### config.mk
export PLATFORM = sky130hd
export DESIGN_NAME = acondicionador_botones
export DESIGN_NICKNAME = d
export VERILOG_FILES = /design/src/rtl/acondicionador_botones_pkg.sv /design/src/rtl/acondicionador_botones_debounce_canal.sv /design/src/rtl/acondicionador_botones.sv
export SDC_FILE = /design/constraint.sdc
export NUM_CORES = 1
export LEC_CHECK = 0
export BUFFER_PORTS_ARGS = -buffer_cell sky130_fd_sc_hd__buf_2
export CAP_MARGIN = 5
export CELL_PAD_IN_SITES_DETAIL_PLACEMENT = 1
export CELL_PAD_IN_SITES_GLOBAL_PLACEMENT = 2
export CORE_ASPECT_RATIO = 1.4
export CORE_MARGIN = 2
export CORE_UTILIZATION = 39
export CTS_CLUSTER_SIZE = 24
export DETAILED_ROUTE_END_ITERATION = 8
export PLACE_DENSITY = 0.85
export SYNTH_ARGS = -nofsm -noshare
export SYNTH_HDL_FRONTEND = slang
export SYNTH_SLANG_ARGS = --single-unit
### constraint.sdc
create_clock -name clk -period 2.3 [get_ports clk]
set_input_delay 0 -clock clk [delete_from_list [all_inputs] [get_ports clk]]
set_output_delay 0 -clock clk [all_outputs]
set_load 0.01 [all_outputs]
### src/rtl/acondicionador_botones_pkg.sv
// Shared button indices, priority order and the one-at-a-time arbiter
// used by the button conditioner.
package botones_pkg;

   localparam int NUM_BTN = 4;
   localparam int BTN_AD  = 0;
   localparam int BTN_AT  = 1;
   localparam int BTN_SEL = 2;
   localparam int BTN_CLC = 3;

   // Highest priority first
   localparam int PRIO_ORDER [NUM_BTN] = '{BTN_CLC, BTN_SEL, BTN_AT, BTN_AD};

   // Drops rises that arrive while another button is already held (CLC is exempt),
   // then keeps only the highest-priority survivor.
   function automatic logic [NUM_BTN-1:0] arbitrar(input logic [NUM_BTN-1:0] raw,
                                                   input logic [NUM_BTN-1:0] lvl_prev);
      logic [NUM_BTN-1:0] ok;
      logic [NUM_BTN-1:0] others;
      logic [NUM_BTN-1:0] res;
      ok  = raw;
      res = '0;
      for (int i = 0; i < NUM_BTN; i++) begin
         others    = lvl_prev;
         others[i] = 1'b0;
         if (i != BTN_CLC && |others) ok[i] = 1'b0;
      end
      for (int p = 0; p < NUM_BTN; p++) begin
         if (res == '0 && ok[PRIO_ORDER[p]]) res[PRIO_ORDER[p]] = 1'b1;
      end
      return res;
   endfunction

endpackage

### src/rtl/acondicionador_botones_debounce_canal.sv
// One button channel: 2-flop synchroniser on the inverted pin, debounce counter,
// registered level, and combinational next-level / rise for the current edge.
module debounce_canal #(
   parameter int DEB_CYCLES = 160000,
   parameter int CNT_W      = 18
) (
   input  logic clk,
   input  logic reset,
   input  logic pin_n,
   output logic level,
   output logic nivel_sig,
   output logic rise
);

   localparam logic [CNT_W-1:0] CNT_MAX = CNT_W'(DEB_CYCLES - 1);

   logic             sync1;
   logic             s;
   logic [CNT_W-1:0] cnt;
   logic             done;

   // s has disagreed with level for DEB_CYCLES consecutive edges including this one
   assign done      = (s != level) && (cnt == CNT_MAX);
   assign nivel_sig = done ? s : level;
   assign rise      = done && s;

   always_ff @(posedge clk) begin
      if (!reset) begin
         sync1 <= 1'b0;
         s     <= 1'b0;
         level <= 1'b0;
         cnt   <= '0;
      end else begin
         sync1 <= ~pin_n;
         s     <= sync1;
         if (s == level) begin
            cnt <= '0;
         end else if (done) begin
            level <= s;
            cnt   <= '0;
         end else begin
            cnt <= cnt + 1'b1;
         end
      end
   end

endmodule

### src/rtl/acondicionador_botones.sv
// Conditions the four active-low menu buttons into debounced levels and one arbitrated
// press pulse per cycle. Optional hold-to-repeat on AD/AT with macro AUTO_REPEAT_EN.
module acondicionador_botones
   import botones_pkg::*;
#(
   parameter int DEB_CYCLES    = 160000,
   parameter int CNT_W         = 18,
   parameter int REPEAT_DELAY  = 8000000,
   parameter int REPEAT_PERIOD = 4000000
) (
   input  logic               clk,
   input  logic               reset,
   input  logic [NUM_BTN-1:0] btn_n,
   output logic [NUM_BTN-1:0] btn_level,
   output logic [NUM_BTN-1:0] btn_pulse,
   output logic               btn_busy
);

   if (DEB_CYCLES < 2 || (DEB_CYCLES >> CNT_W) != 0) begin : g_bad_deb_cfg
      $error("DEB_CYCLES must be >= 2 and fit in CNT_W bits");
   end
   if (REPEAT_PERIOD < 1 || REPEAT_DELAY < REPEAT_PERIOD) begin : g_bad_repeat_cfg
      $error("REPEAT_PERIOD must be >= 1 and not exceed REPEAT_DELAY");
   end

   logic [NUM_BTN-1:0] nivel_sig;
   logic [NUM_BTN-1:0] rise;
   logic [NUM_BTN-1:0] raw;

   for (genvar i = 0; i < NUM_BTN; i++) begin : g_canal
      debounce_canal #(
         .DEB_CYCLES (DEB_CYCLES),
         .CNT_W      (CNT_W)
      ) u_canal (
         .clk       (clk),
         .reset     (reset),
         .pin_n     (btn_n[i]),
         .level     (btn_level[i]),
         .nivel_sig (nivel_sig[i]),
         .rise      (rise[i])
      );
   end

`ifdef AUTO_REPEAT_EN
   localparam int HOLD_W = $clog2(REPEAT_DELAY + 1);

   logic [HOLD_W-1:0] hold_cnt;
   logic              solo;
   logic              rep;

   // Only AD or AT alone may repeat; anything else pressed restarts the hold
   assign solo = (btn_level == (NUM_BTN'(1) << BTN_AD)) ||
                 (btn_level == (NUM_BTN'(1) << BTN_AT));
   assign rep  = solo && (hold_cnt == HOLD_W'(REPEAT_DELAY - 1));
   assign raw  = rise | (rep ? btn_level : '0);

   always_ff @(posedge clk) begin
      if (!reset || !solo) begin
         hold_cnt <= '0;
      end else if (rep) begin
         hold_cnt <= HOLD_W'(REPEAT_DELAY - REPEAT_PERIOD);
      end else begin
         hold_cnt <= hold_cnt + 1'b1;
      end
   end
`else
   assign raw = rise;
`endif

   always_ff @(posedge clk) begin
      if (!reset) begin
         btn_pulse <= '0;
         btn_busy  <= 1'b0;
      end else begin
         btn_pulse <= arbitrar(raw, btn_level);
         btn_busy  <= |nivel_sig;
      end
   end

endmodule

==> results of run 1 <==
-- worst max path at each step --
| stage | depth (start not counted) | endpoint | slack, ns |
|---|---|---|---|
| 2_1_floorplan | 7 | btn_busy | 0.18 |
| 3_3_place_gp | 6 | btn_busy | 0.22 |
| 3_5_place_dp | 6 | btn_busy | 0.16 |
| 4_1_cts | 6 | btn_busy | 0.11 |
| 5_1_grt | 6 | btn_busy | 0.02 |
| 6_report | 6 | btn_busy | 0.16 |
-- stage by stage --
step / setup WS (ns) / hold WS, ns / instances
after CTS: 0.113 / 0.000923 / 548
after floorplan: 0.178 / 0.0667 / 412
after detailed placement: 0.161 / 0.156 / 528
final: 0.157 / 0.00390 / 548
after global routing: 0.0210 / 0.0353 / 548
after global placement: 0.217 / 0.157 / 528
-- layout make-up --
type | instances | area [µm²] | share of cell area, %
Clock buffer | 12 | 256 | 5.97
Clock inverter | 4 | 75.1 | 1.75
Inverter | 12 | 45.0 | 1.05
Multi-Input combinational cell | 296 | 1840 | 42.8
Sequential cell | 89 | 1780 | 41.5
Tap cell | 110 | 138 | 3.20
Timing Repair Buffer | 25 | 163 | 3.78
-- worst max-delay path, delay by kind of cell, from the launching register on --
family                   cells  cell delay, ns
adder cells (fa/ha/maj)      1            0.24
AO/OA/AOI/OAI                1            0.37
multiplexers                 1            0.38
flip-flops                   1            0.38
AND/OR/NAND/NOR              3            0.66
-- where the power goes --
part | internal [W] | switching [W] | leakage, nW | total [W]
sequential | 0.00155 | 0.00000514 | 0.719 | 0.00155
combinational | 0.0000166 | 0.0000238 | 0.563 | 0.0000404
clock | 0.00101 | 0.000598 | 0.155 | 0.00161
-- what timing repair did --
| item | 4_1_cts | 5_1_grt |
|---|---|---|
| hold endpoints to repair | 4 | 0 |
| gates resized for setup | 0 | 1 |
| endpoints found under the setup margin | 0 | 1 |
| hold buffers | 4 | 0 |
-- synth_stat cells, drive strengths merged --
library cell and number:
nand3 22, o211ai 1, clkbuf 3, or4b 1
o21ai 3, inv 12, a211oi 1, xnor2 32
or3 5, xor2 35, and4 5, dfxtp 89
nor4 7, or4 1, nand4 18, a21oi 1
or2 2, and3 11, nand2b 2, nor3 11
and2 11, mux2 2, nor2 91, o41a 1
buf 12, nor4b 3, nand2 25, nor3b 1
ha 4
-- per-layer routing --
metal	up-vias	routed length, µm	GRT usage, %
li1	1403	-	-
met1	1315	3280	18.2
met2	21	3790	26.2
met3	11	164	3.28
met4	0	171	7.21
met5	-	0	0
-- cells by family after synthesis --
family	count (synthesis)
and+or+nand+nor	216
DFF	89
xor gates and xnor gates	67
buffers and inverters	27
AOI/OAI and AO/OA	7
adders and majority gates	4
muxes	2
-- state kept, by name (all words and copies together) (netlist names) --
name / cells
btn_pulse: 4
g_canal.u_canal.cnt: 72
g_canal.u_canal.s: 4
g_canal.u_canal.level: 4
btn_busy: 1
g_canal.u_canal.sync1: 4
==> summary.txt, run 1 <==
Status
  • Outcome: complete, no violations

Clock tree
  • Num CTS Buffers: 9
  • Post-CTS Setup Bufs: 0
  • CTS sink cnt: 89
  • Clock Root Buffer: sky130_fd_sc_hd__clkbuf_16
  • Level count of the clock H-tree: 3
  • Clock tree from TritonCTS: yes
  • Maximum buffer depth of the clock tree: 2
  • Clock edge transition at the registers on the reported setup and hold paths: 0.06 ns
  • Clock latency on the worst-skew pair: 0.34 ns

Cells and area
  • Nets@finish: 443
  • Most frequent standard cell in the layout excluding fill and tap cells: sky130_fd_sc_hd__dfxtp_1
  • P&R area growth vs syn: 13.7%
  • Final design area excluding fillers: 0.00430 mm²
  • Filler Cells Inserted: 1120
  • # diodes: 0
  • Share of post-route cells with drive strength above 1: 12.8%
  • Most used cells in the layout excluding fill and tap cells: 89 x sky130_fd_sc_hd__dfxtp_1, 80 x sky130_fd_sc_hd__nor2_1, 35 x sky130_fd_sc_hd__xor2_1
  • Final core utilization: 45.4%

Worst setup path
  • Worst setup startpoint: g_canal[0].u_canal.cnt[1]
  • Endpoint class of the critical path: flop
  • Biggest cell delay along the critical path: 0.38 ns
  • Origin of the critical flop-to-flop path: g_canal[0].u_canal.cnt[1]
  • Critical path arrival: 2.37 ns
  • Worst endpoint required time: 2.52 ns
  • Max Fanout on Critical Path: 4
  • Worst setup SP type: flop
  • Type of the setup path with the least slack: flop to flop
  • Worst-case reg-to-reg path depth: 6
  • Critical path's slowest cell: sky130_fd_sc_hd__dfxtp_1
  • Ordered cell list for the critical path: ha_2 -> nand3_1 -> or2_1 -> nor4_2 -> mux2_2 -> o41a_1
  • Worst R2R Setup Slack: 0.16 ns
  • Capturing point of the worst reg2reg path: btn_busy

Floorplan
  • Initial Utilization: 40.0%
  • Std-Cell Rows: 42
  • Die height: 121 µm
  • Die extent in x: 87.2 µm
  • Die area: 0.0105 mm²
  • Placeable core area: 0.00946 mm²
  • Number of primary I/O pins: 15

Synthesis
  • Cell taking the most area after synthesis: sky130_fd_sc_hd__dfxtp_1
  • Synth Cell Area: 0.00378 mm²
  • Main combinational cell family by area after synthesis: simple AND/OR/NAND/NOR gates
  • Mapped Nets: 422
  • Post-synth top area share: 47.1%
  • Multiplexer share of the synthesized area: 0.596%
  • Area fraction in and, or, nand and nor cells after synthesis: 29.9%
  • Number of standard cells after synthesis: 412
  • Flip-flop and latch count after synthesis: 89
  • Post-synthesis cell type count: 38
  • Fraction of the mapped netlist area in adder cells: 1.32%
  • Synthesis warning total: 0
  • Post-Synth XOR/XNOR Area: 15.5%
  • Largest cells by area after synthesis: sky130_fd_sc_hd__dfxtp_1 47%, sky130_fd_sc_hd__xor2_1 8.1%, sky130_fd_sc_hd__nor2_1 7.9%
  • Register area share after synthesis: 47.1%
  • Average size of a mapped cell: 9.18 µm²
  • Compound-gate portion of the synthesized area: 1.22%

Place
  • Post-DP HPWL: 5230 µm
  • GP Congestion: 0.735
  • Placed instance area: 0.00392 mm²
  • IO Port Bufs: 14

Hold path
  • Number of cells on the worst hold path: 2
  • WHS Endpoint: btn_busy
  • Worst hold path type: input pin to flop
  • Launch point of the worst hold path: reset

STA
  • Final period utilization: 93.2%
  • Post-route setup TNS: 0 ns
  • Worst slew margin relative to its limit: 61.0%
  • Post-Route Skew: 0.00782 ns
  • Pins Over Slew Limit: 0
  • Final count of hold timing violations: 0
  • Final setup violating endpoints: 0
  • Setup repair after global routing missed its margin: false
  • Max Fclk: 467 MHz
  • Tightest Pin Transition: 0.585 ns
  • Crit path time final: 2.14 ns

GRT
  • Via count of the first global-routing pass: 2843
  • GR Overflow Total: 0
  • Global router's overall resource usage: 15.4%
  • Largest net degree at the start of global routing: 19
  • Antenna violations before repair: 0
  • First-pass GRT wire length: 12700 µm

Routing
  • Number of detailed-routing iterations run before antenna repair: 4
  • Number of vias per cell after detailed routing: 5.02
  • Drt wl/cell: 13.5 µm
  • Antenna Violating Nets Remaining: 0
  • Residual DRC count: 0
  • Post-detailed-routing wire length: 7410 µm
  • Total via count in the routed design: 2750
  • Violation count after the first detailed-routing iteration: 40

Power
  • Worst vdd rail ir drop: 0.000359 V
  • Power density of the placed cells: 746 mW/mm²
  • Leakage Power: 1.44 nW
  • Design Power: 0.00320 W

Run
  • Max cap viols: 0
No activity file was read; power rests on OpenSTA's default activity.
==> inputs of run 2 (changes only) <==
--- a/config.mk
+++ b/config.mk
@@ -5,7 +5,7 @@
 export SDC_FILE = /design/constraint.sdc
 export NUM_CORES = 1
 export LEC_CHECK = 0
-export BUFFER_PORTS_ARGS = -buffer_cell sky130_fd_sc_hd__buf_2
+export BUFFER_PORTS_ARGS = -buffer_cell sky130_fd_sc_hd__clkbuf_2
 export CAP_MARGIN = 5
 export CELL_PAD_IN_SITES_DETAIL_PLACEMENT = 1
 export CELL_PAD_IN_SITES_GLOBAL_PLACEMENT = 2
==> run 2 against run 1 <==
Compared with the run above:
- wire length is 2.9% lower
- final cell count unchanged
- clock power down 14%
- critical path depth unchanged
- non-clock buffer count unchanged
- critical endpoint unchanged
==> summary.txt, run 2 (synthesized netlist as in run 1, its figures left out) <==
Clock tree
  • CTS resizes: 0 (unchanged)
  • Maximum buffer depth of the clock tree: 2 (unchanged)
  • CTS sink cnt: 89 (unchanged)
  • Post-CTS Setup Bufs: 0 (unchanged)
  • Clock edge transition at the registers on the reported setup and hold paths: 0.06 ns (about the same)
  • Num CTS Buffers: 9 (unchanged)
  • Clock tree from TritonCTS: yes (unchanged)
  • Level count of the clock H-tree: 3 (unchanged)
  • Clock Root Buffer: sky130_fd_sc_hd__clkbuf_16 (unchanged)
  • Quantity of hold-fixing buffers added after cts: 4 (unchanged)
  • Clock latency on the worst-skew pair: 0.34 ns (about the same)

Hold path
  • WHS Endpoint: btn_busy (unchanged)
  • Worst hold path type: input pin to flop (unchanged)
  • Number of cells on the worst hold path: 2 (unchanged)
  • Launch point of the worst hold path: reset (unchanged)

GRT
  • Via count of the first global-routing pass: 2798 (was 2843)
  • Grt met2 use: 25.6% (was 26.2%)
  • GR Overflow Total: 0 (unchanged)
  • Global routing met1 resource utilization: 17.6% (was 18.2%)
  • Largest net degree at the start of global routing: 19 (unchanged)
  • Global router's overall resource usage: 15.1% (was 15.4%)
  • Antenna violations before repair: 0 (unchanged)
  • Most Crowded Layer GR: met2 (unchanged)
  • First-pass GRT wire length: 12500 µm (was 12700 µm)
  • Met3 track demand over resource: 4.44% (was 3.28%)

Cells and area
  • Top register by number of flip-flops: g_canal.u_canal.cnt (unchanged)
  • Number of flip-flops in the largest register: 72 (unchanged)
  • Share of post-route cells with drive strength above 1: 12.6% (was 12.8%)
  • Filler Cells Inserted: 1125 (was 1120)
  • Most used cells in the layout excluding fill and tap cells: 89 x sky130_fd_sc_hd__dfxtp_1, 80 x sky130_fd_sc_hd__nor2_1, 35 x sky130_fd_sc_hd__xor2_1 (unchanged)
  • Final design area excluding fillers: 0.00425 mm² (was 0.00430 mm²)
  • Multi-input logic area: 0.00184 mm² (about the same)
  • Nets@finish: 443 (unchanged)
  • # diodes: 0 (unchanged)
  • Final core utilization: 44.9% (was 45.4%)
  • Area taken by flip-flops and latches: 0.00178 mm² (unchanged)
  • Most frequent standard cell in the layout excluding fill and tap cells: sky130_fd_sc_hd__dfxtp_1 (unchanged)
  • Cell Count, Final, Fillers Out: 548 (unchanged)
  • P&R area growth vs syn: 12.3% (was 13.7%)

Worst setup path
  • Max Fanout on Critical Path: 4 (unchanged)
  • Worst setup startpoint: g_canal[0].u_canal.cnt[1] (unchanged)
  • Biggest cell delay along the critical path: 0.39 ns (was 0.38 ns)
  • Critical path arrival: 2.41 ns (was 2.37 ns)
  • Type of the setup path with the least slack: flop to flop (unchanged)
  • Worst endpoint required time: 2.53 ns (was 2.52 ns)
  • Sum of buffers and inverters on the critical path: 0 (unchanged)
  • Worst setup SP type: flop (unchanged)
  • Worst R2R Setup Slack: 0.11 ns (was 0.16 ns)
  • Worst-case reg-to-reg path depth: 6 (unchanged)
  • Critical path's slowest cell: sky130_fd_sc_hd__mux2_2 (was sky130_fd_sc_hd__dfxtp_1)
  • Ordered cell list for the critical path: ha_1 -> nand3_1 -> or2_1 -> nor4_2 -> mux2_2 -> o41a_1 (was ha_2 -> nand3_1 -> or2_1 -> nor4_2 -> mux2_2 -> o41a_1)
  • Origin of the critical flop-to-flop path: g_canal[0].u_canal.cnt[1] (unchanged)
  • Top Family by Delay on Critical Path: simple AND/OR/NAND/NOR gates (unchanged)
  • Endpoint class of the critical path: flop (unchanged)
  • Capturing point of the worst reg2reg path: btn_busy (unchanged)

Routing
  • Residual DRC count: 0 (unchanged)
  • Post-detailed-routing wire length: 7200 µm (was 7410 µm)
  • Total via count in the routed design: 2746 (was 2750)
  • Number of detailed-routing iterations run before antenna repair: 4 (unchanged)
  • Number of vias per cell after detailed routing: 5.01 (was 5.02)
  • Drt wl/cell: 13.1 µm (was 13.5 µm)
  • Antenna Violating Nets Remaining: 0 (unchanged)
  • Violation count after the first detailed-routing iteration: 92 (was 40)

Status
  • Outcome: complete, no violations (unchanged)

STA
  • Worst slew margin relative to its limit: 58.6% (was 61.0%)
  • Setup repair after global routing missed its margin: false (unchanged)
  • Post-Route Skew: 0.00741 ns (was 0.00782 ns)
  • Setup slack of the critical path after layout: 0.111 ns (was 0.157 ns)
  • Final count of hold timing violations: 0 (unchanged)
  • Final period utilization: 95.2% (was 93.2%)
  • Max Fclk: 457 MHz (was 467 MHz)
  • Crit path time final: 2.19 ns (was 2.14 ns)
  • Tightest Pin Transition: 0.616 ns (was 0.585 ns)
  • Final setup violating endpoints: 0 (unchanged)
  • Pins Over Slew Limit: 0 (unchanged)
  • Post-route setup TNS: 0 ns (unchanged)

Floorplan
  • Number of primary I/O pins: 15 (unchanged)
  • Std-Cell Rows: 42 (unchanged)
  • Initial Utilization: 40.0% (unchanged)
  • Placeable core area: 0.00946 mm² (unchanged)
  • Die area: 0.0105 mm² (unchanged)
  • Die height: 121 µm (unchanged)
  • Die extent in x: 87.2 µm (unchanged)

Place
  • Post-DP HPWL: 5210 µm (was 5230 µm)
  • GP Congestion: 0.743 (was 0.735)
  • Number of instances in the placed design: 528 (unchanged)
  • IO Port Bufs: 14 (unchanged)
  • Placed instance area: 0.00392 mm² (unchanged)
  • Placement-stage worst setup slack: 0.133 ns (was 0.161 ns)

Power
  • Power density of the placed cells: 700 mW/mm² (was 746 mW/mm²)
  • Leakage Power: 1.41 nW (was 1.44 nW)
  • Worst vdd rail ir drop: 0.000350 V (was 0.000359 V)

Run
  • Max cap viols: 0 (unchanged)
-- run 2: cell type report --
class	instances	share of cell area (%)
multi-input combinational	296	43.2
clock buffer	12	6.04
tap	110	3.24
clock inverter	4	0.648
inverter	12	1.06
timing repair buffer	25	3.83
sequential	89	41.9
-- run 2: stage by stage --
step                      hold WS (ns)  total power [W]
after global placement           0.158          0.00162
after global routing            0.0444          0.00309
final                           0.0309          0.00298
after CTS                       0.0166          0.00303
after floorplan                 0.0667          0.00162
after detailed placement         0.155          0.00163
-- run 2: power by group --
group | leakage (nW) | switching (W) | internal, W | total, W
clock network | 0.131 | 0.000591 | 0.000789 | 0.00138
registers | 0.719 | 0.00000502 | 0.00155 | 0.00155
logic | 0.558 | 0.0000240 | 0.0000164 | 0.0000405
-- run 2: worst max path at each step --
stage | depth (start not counted) | to
finish | 6 | btn_busy
global route | 6 | btn_busy
CTS | 6 | btn_busy
detailed placement | 6 | btn_busy
global placement | 6 | btn_busy
floorplan | 7 | btn_busy
-- run 2: routing by layer --
layer  wire length (µm)  share of wire, %  vias up
met2               3620                50       19
met5                  0                 0        -
met3                198               2.8        9
met1               3230                45     1318
li1                   -                 -     1400
met4                142               2.0        0
